$ cat src/rtl/mem_access_pkg.sv
// mem_access_pkg
//   Shared definitions for the byte-wide memory access controller:
//   FSM state encoding, word size in bytes and requester port ids.
package mem_access_pkg;

    typedef enum logic [1:0] {
        IDLE  = 2'd0,
        READ  = 2'd1,
        WRITE = 2'd2,
        DONE  = 2'd3
    } state_t;

    localparam int WORD_BYTES = 8;

    // Port ids double as the round-robin history value.
    localparam logic PORT_F = 1'b0;
    localparam logic PORT_D = 1'b1;

endpackage

$ cat src/rtl/mem_access_ctrl_arb.sv
// mem_rr_arb2
//   Two-request round-robin picker. The grant is combinational from the
//   requests and the last_gnt history; history advances only on accept.
// Ports:
//   clk, rst        clock, asynchronous active-high reset
//   req_f, req_d    fetch / data requests
//   accept          grant is being taken this cycle
//   gnt_valid       at least one request is high
//   gnt_port        port id of the winner (PORT_F / PORT_D)
module mem_rr_arb2
    import mem_access_pkg::*;
(
    input  logic clk,
    input  logic rst,
    input  logic req_f,
    input  logic req_d,
    input  logic accept,
    output logic gnt_valid,
    output logic gnt_port
);

    logic last_gnt;

    always_comb begin
        gnt_valid = req_f | req_d;
        gnt_port  = PORT_F;
        if (req_f && req_d) begin
            // Tie: the port that did not win last time goes now.
            gnt_port = ~last_gnt;
        end else if (req_d) begin
            gnt_port = PORT_D;
        end
    end

    // Reset to data so that fetch wins the first tie.
    always_ff @(posedge clk or posedge rst) begin
        if (rst) begin
            last_gnt <= PORT_D;
        end else if (accept && gnt_valid) begin
            last_gnt <= gnt_port;
        end
    end

endmodule

$ cat src/rtl/mem_access_ctrl.sv
// mem_access_ctrl
//   Arbitrates 64-bit word requests from the fetch port (read-only) and the
//   data port (read/write) onto a byte-wide synchronous RAM. Each access is
//   eight byte cycles, big-endian (MSB at the lowest address). Addresses above
//   MEM_BYTES-8 are rejected with err and never reach the RAM.
// Ports:
//   clk, rst                 clock, asynchronous active-high reset
//   f_req/f_addr             fetch read request and byte address
//   f_done/f_rdata/f_err     fetch completion pulse, read word, range error
//   d_req/d_we/d_addr/d_wdata  data request, write enable, address, write word
//   d_done/d_rdata/d_err     data completion pulse, read word, range error
//   ram_addr/ram_we/ram_wdata/ram_rdata  byte RAM port (read data one cycle late)
//   busy                     high whenever the FSM is not IDLE
module mem_access_ctrl
    import mem_access_pkg::*;
#(
    parameter int MEM_BYTES = 4096,
    parameter int ADDR_W    = 12
) (
    input  logic              clk,
    input  logic              rst,
    input  logic              f_req,
    input  logic [63:0]       f_addr,
    output logic              f_done,
    output logic [63:0]       f_rdata,
    output logic              f_err,
    input  logic              d_req,
    input  logic              d_we,
    input  logic [63:0]       d_addr,
    input  logic [63:0]       d_wdata,
    output logic              d_done,
    output logic [63:0]       d_rdata,
    output logic              d_err,
    output logic [ADDR_W-1:0] ram_addr,
    output logic              ram_we,
    output logic [7:0]        ram_wdata,
    input  logic [7:0]        ram_rdata,
    output logic              busy
);

    localparam logic [63:0] LAST_LEGAL = 64'(MEM_BYTES - WORD_BYTES);

    state_t             state_reg, state_next;
    logic [3:0]         cnt_reg;
    logic               port_reg;
    logic               we_reg;
    logic               err_reg;
    logic [ADDR_W-1:0]  addr_reg;
    logic [63:0]        wdata_reg;
    logic [55:0]        shift_reg;

    logic               gnt_valid;
    logic               gnt_port;
    logic               accept;
    logic [63:0]        sel_addr;
    logic               sel_we;
    logic [63:0]        sel_wdata;
    logic               sel_illegal;
    logic [7:0]         wdata_bytes [WORD_BYTES];

    assign accept = (state_reg == IDLE);

    mem_rr_arb2 u_arb (
        .clk       (clk),
        .rst       (rst),
        .req_f     (f_req),
        .req_d     (d_req),
        .accept    (accept),
        .gnt_valid (gnt_valid),
        .gnt_port  (gnt_port)
    );

    // Request fields of whichever port the arbiter picked this cycle.
    always_comb begin
        sel_addr  = f_addr;
        sel_we    = 1'b0;
        sel_wdata = '0;
        if (gnt_port == PORT_D) begin
            sel_addr  = d_addr;
            sel_we    = d_we;
            sel_wdata = d_wdata;
        end
    end

    // Full-width compare so huge addresses cannot alias into the RAM.
    assign sel_illegal = (sel_addr > LAST_LEGAL);

    // Byte k of the word is bits 63-8k down; lane 0 is the MSB.
    generate
        for (genvar gi = 0; gi < WORD_BYTES; gi++) begin : g_lane
            assign wdata_bytes[gi] = wdata_reg[63-8*gi -: 8];
        end
    endgenerate

    always_ff @(posedge clk or posedge rst) begin
        if (rst) begin
            state_reg <= IDLE;
        end else begin
            state_reg <= state_next;
        end
    end

    always_comb begin
        state_next = state_reg;
        case (state_reg)
            IDLE: begin
                if (gnt_valid) begin
                    if (sel_illegal)  state_next = DONE;
                    else if (sel_we)  state_next = WRITE;
                    else              state_next = READ;
                end
            end
            READ:    if (cnt_reg == 4'd8) state_next = DONE;
            WRITE:   if (cnt_reg == 4'd7) state_next = DONE;
            DONE:    state_next = IDLE;
            default: state_next = IDLE;
        endcase
    end

    // RAM port and completion outputs decode from the registered state.
    always_comb begin
        ram_we    = 1'b0;
        ram_addr  = '0;
        ram_wdata = '0;
        if (state_reg == WRITE) begin
            ram_we    = 1'b1;
            ram_addr  = addr_reg + ADDR_W'(cnt_reg);
            ram_wdata = wdata_bytes[cnt_reg[2:0]];
        end else if (state_reg == READ && cnt_reg != 4'd8) begin
            // cnt 8 only collects the last byte; no new address needed.
            ram_addr = addr_reg + ADDR_W'(cnt_reg);
        end
    end

    assign busy   = (state_reg != IDLE);
    assign f_done = (state_reg == DONE) && (port_reg == PORT_F);
    assign d_done = (state_reg == DONE) && (port_reg == PORT_D);
    assign f_err  = f_done && err_reg;
    assign d_err  = d_done && err_reg;

    always_ff @(posedge clk or posedge rst) begin
        if (rst) begin
            cnt_reg   <= '0;
            port_reg  <= PORT_F;
            we_reg    <= 1'b0;
            err_reg   <= 1'b0;
            addr_reg  <= '0;
            wdata_reg <= '0;
            shift_reg <= '0;
            f_rdata   <= '0;
            d_rdata   <= '0;
        end else begin
            case (state_reg)
                IDLE: begin
                    cnt_reg <= '0;
                    if (gnt_valid) begin
                        port_reg  <= gnt_port;
                        we_reg    <= sel_we;
                        err_reg   <= sel_illegal;
                        addr_reg  <= sel_addr[ADDR_W-1:0];
                        wdata_reg <= sel_wdata;
                    end
                end
                READ: begin
                    // Read data lags the address by one cycle, so bytes
                    // arrive on cnt 1..8 and are shifted in MSB first.
                    if (cnt_reg != 4'd0) begin
                        shift_reg <= {shift_reg[47:0], ram_rdata};
                    end
                    if (cnt_reg == 4'd8) begin
                        cnt_reg <= '0;
                        if (port_reg == PORT_F) f_rdata <= {shift_reg, ram_rdata};
                        else                    d_rdata <= {shift_reg, ram_rdata};
                    end else begin
                        cnt_reg <= cnt_reg + 4'd1;
                    end
                end
                WRITE: begin
                    cnt_reg <= (cnt_reg == 4'd7) ? 4'd0 : cnt_reg + 4'd1;
                end
                default: begin
                    cnt_reg <= '0;
                end
            endcase
        end
    end

    // we_reg is informational: the FSM already chose READ/WRITE at grant.
    logic unused_we;
    assign unused_we = we_reg;

endmodule

$ cat config.mk
export PLATFORM = sky130hd
export DESIGN_NAME = mem_access_ctrl
export DESIGN_NICKNAME = d
export VERILOG_FILES = /design/src/rtl/mem_access_pkg.sv /design/src/rtl/mem_access_ctrl_arb.sv /design/src/rtl/mem_access_ctrl.sv
export SDC_FILE = /design/constraint.sdc
export NUM_CORES = 1
export LEC_CHECK = 0
export CORE_AREA = 2 2 168 170
export CTS_CLUSTER_DIAMETER = 120
export DETAILED_ROUTE_END_ITERATION = 8
export DIE_AREA = 0 0 170 172
export PLACE_DENSITY = 0.84
export SLEW_MARGIN = 20
export SYNTH_ARGS = -nofsm -noshare
export SYNTH_HDL_FRONTEND = slang
export SYNTH_SLANG_ARGS = --single-unit
$ cat constraint.sdc
create_clock -name clk -period 9.62 [get_ports clk]
set_input_delay 2.405 -clock clk [delete_from_list [all_inputs] [get_ports clk]]
set_output_delay 2.405 -clock clk [all_outputs]
set_load 0.02 [all_outputs]
==> metrics.yaml <==
num_rows: 61
cts_hold_buffers: 0
dieArea_um2: 29240
synth_edf_count: 0
synth.distinct_cells: 45
status: "completed"
synth_area_per_cell_um2: 14.64
powerDensity_nw_per_um2: 228.8
first_pass_iters: 4
grt_usage_pct: 20.21
drive_gt1_share_pct: 22.82
grt.overflow.total: 0
stdcell_area_um2: 16150
wl_per_cell_um: 19.86
hold_path.class: "reg2reg"
relSlewSlack_pct: 33.07
io_pins: 359
grt_first_pass_wirelength_um: 46430
grt_pass1_vias: 8205
worstPathRequired_ns: 7.22
fin_crit_ns: 6.165
synth-main-ff-cell: "dfrtp_1"
path_class: "reg2out"
layout_worst_path_cycle_share_pct: 64.08
syn_to_final_growth_pct: 42.18
max_cap_violations: 0
seqCellArea_um2: 6733
synth_top_cell_by_area: "dfrtp_1"
tightest_slew_ns: 1.004
start_util_pct: 41.33
end_kind: "primary output"
routed_wl_um: 29670
p_int_w: 0.002594
clk_latency_ns: 0.53
finClkSkew_ns: 0.008828
hpwl_um: 21590
setup.worst_path.start_class: "flop"
yosys-top-cells-area: "dfrtp_1 (59%), mux2_2 (18%), a22o_1 (4.9%), mux4_2 (3.2%), mux2i_1 (2.0%)"
rr_worst_depth: 6
rsz0062_at_grt: "false"
final-hold-violation-count: 0
finalNetCount: 1344
place_area_um2: 15190
pwr-share-clk_pct: 29.5
crit_end: "ram_addr[5]"
num_vias: 7907
vias_per_cell: 5.293
place_congestion: 0.8749
grt_start_max_net_pins: 176
p_switching_w: 0.001101
clock.fmax_mhz: 162.2
dieHeight_um: 172
hp-start: "f_rdata[46]"
dieWidth_um: 170
netlist_instances: 776
htreeDepth: 1
multi_input_area_um2: 4332
postRouteAntennaNets: 0
critPathArrivalTime_ns: 3.76
cts_setup_buffers: 0
cts_tree: "done"
ctsLongestPathBuffers: 3
port-buffer-count: 358
async_reset_ff_share_pct: 100.0
ys_seq_area_share_pct: 59.28
synth_nets: 992
grt_antenna_before_repair: 0
vdd_drop_max_mv: 0.1364
ys_ff_latch: 269
yosysWarnings: 0
p_leak_nw: 7.246
p_seq_share_pct: 44.2
drc: 0
syn_area_um2: 11360
worst-r2r-setup-slack_ns: 6.67
first_iter_violations: 433
switching_share_pct: 29.80
clockRootBuffer: "clkbuf_16"
rr_startpoint: "cnt_reg[1]"
numCtsBuffers: 28
crit_path_start: "cnt_reg[1]"
cts_resized: 0
coreArea_um2: 27480
slew_viol_final: 0
r2r-end: "d_rdata[4]"
synth_top_area_share_pct: 59.05
nFillCells: 2109
clock-sinks: 269
diodes: 0
setup-violations-final: 0
power_frac_comb_pct: 26.4
fin_setup_tns_ns: 0
cts.clk_slew.worst_paths_ns: 0.06
worst-path-max-fanout: 21
-- stage by stage --
step / std cells / hold WS [ns] / setup WS [ns] / util (%) / power [W]
CTS: 1494 / 0.4900 / 3.425 / 58.77 / 0.003733
floorplan: 776 / 0.4538 / 3.662 / - / 0.002225
global route: 1494 / 0.5027 / 3.247 / 58.77 / 0.003901
detailed placement: 1444 / 0.4767 / 4.011 / 55.28 / 0.002631
finish: 1494 / 0.4835 / 3.455 / 58.77 / 0.003694
global placement: 1444 / 0.4680 / 4.174 / 55.28 / 0.002581
-- cells by family (layout without fill, tap and decap cells) --
group | count (synthesis) | after routing | share of synthesized area, %
and+or+nand+nor | 108 | 108 | 5.299
DFF | 269 | 269 | 59.28
adders and majority gates | 11 | 11 | 1.278
muxes | 223 | 223 | 23.44
xor gates and xnor gates | 7 | 7 | 0.5398
AOI/OAI and AO/OA | 105 | 105 | 7.205
buffers and inverters | 53 | 425 | 2.952
-- synthesized netlist by cell type, types with 5 or more instances --
library cell  instances
a21o_1                7
a21oi_1               8
a22o_1               64
buf_2                10
buf_4                 9
buf_6                12
clkbuf_1             12
dfrtp_1             268
ha_1                 10
inv_1                 9
mux2_1                5
mux2_2              179
mux2i_1              23
mux4_2               16
nand2_1              21
nand3_1               5
nand4_1               8
nor2_1               13
nor2b_1              10
nor4_1               28
o21ai_0              17
or3_1                 5
xnor2_1               6
-- layout make-up --
cell class              count  area share [%]
flip-flops and latches    269           41.69
multi-input cells         454           26.82
repair buffers            366           22.64
clock buffers              41           5.455
well taps                 346           2.681
clock inverters             9          0.4726
inverters                   9          0.2324
-- critical path: stages, from the launching register on --
cell,delay (ns)
dfrtp_1,1.00
ha_1,0.38
a21o_1,0.16
a21o_1,0.20
a21oi_1,0.51
o21ai_0,0.16
a21oi_1,0.16
clkdlybuf4s50_1,0.65
-- how the worst min path moves through the flow --
| stage | end | slack (ns) | cells after the start |
|---|---|---|---|
| floorplan | addr_reg[0] | 0.45 | 2 |
| global placement | f_rdata[46] | 0.47 | 1 |
| detailed placement | f_rdata[46] | 0.48 | 1 |
| CTS | f_rdata[46] | 0.49 | 1 |
| global route | f_rdata[46] | 0.50 | 1 |
| finish | f_rdata[46] | 0.48 | 1 |
-- placed cells by master, fill, tap and decap left out, types with 2 or more instances in the layout --
cell type        count
mux2i_1             23
xnor2_1              6
clkinvlp_4           2
o21ai_4              2
nor4_1              28
a21oi_1              8
nor2_1              13
and2_1               3
buf_4                7
inv_1                8
nor3_1               4
o21ai_0             17
clkbuf_8            11
a41oi_1              2
mux4_2              16
clkdlybuf4s50_1    358
clkinv_2             6
clkbuf_16           29
mux2_1               5
nor2b_1             10
nand4_1              8
nand2_1             21
mux2_2             179
nand3_1              5
dfrtp_1            268
ha_1                10
a22o_1              64
a21o_1               7
or3_1                5
-- per-layer routing --
metal | vias to the layer above | GRT usage (%) | wire length (um)
met1 | 4012 | 27.90 | 13140
met5 | - | 0 | 0
met3 | 63 | 3.777 | 1569
met2 | 242 | 32.44 | 13960
li1 | 3590 | - | -
met4 | 0 | 6.726 | 1000
-- power groups by stage --
| stage | Clock, W | Combinational [W] | Sequential (W) |
|---|---|---|---|
| after floorplan | 0 | 0.000677 | 0.00155 |
| after global placement | 0 | 0.000948 | 0.00163 |
| final | 0.00109 | 0.000974 | 0.00163 |
| after CTS | 0.00111 | 0.000987 | 0.00163 |
| after global routing | 0.00116 | 0.00107 | 0.00167 |
| after detailed placement | 0 | 0.000982 | 0.00165 |
(Power assumes the default switching activity.)
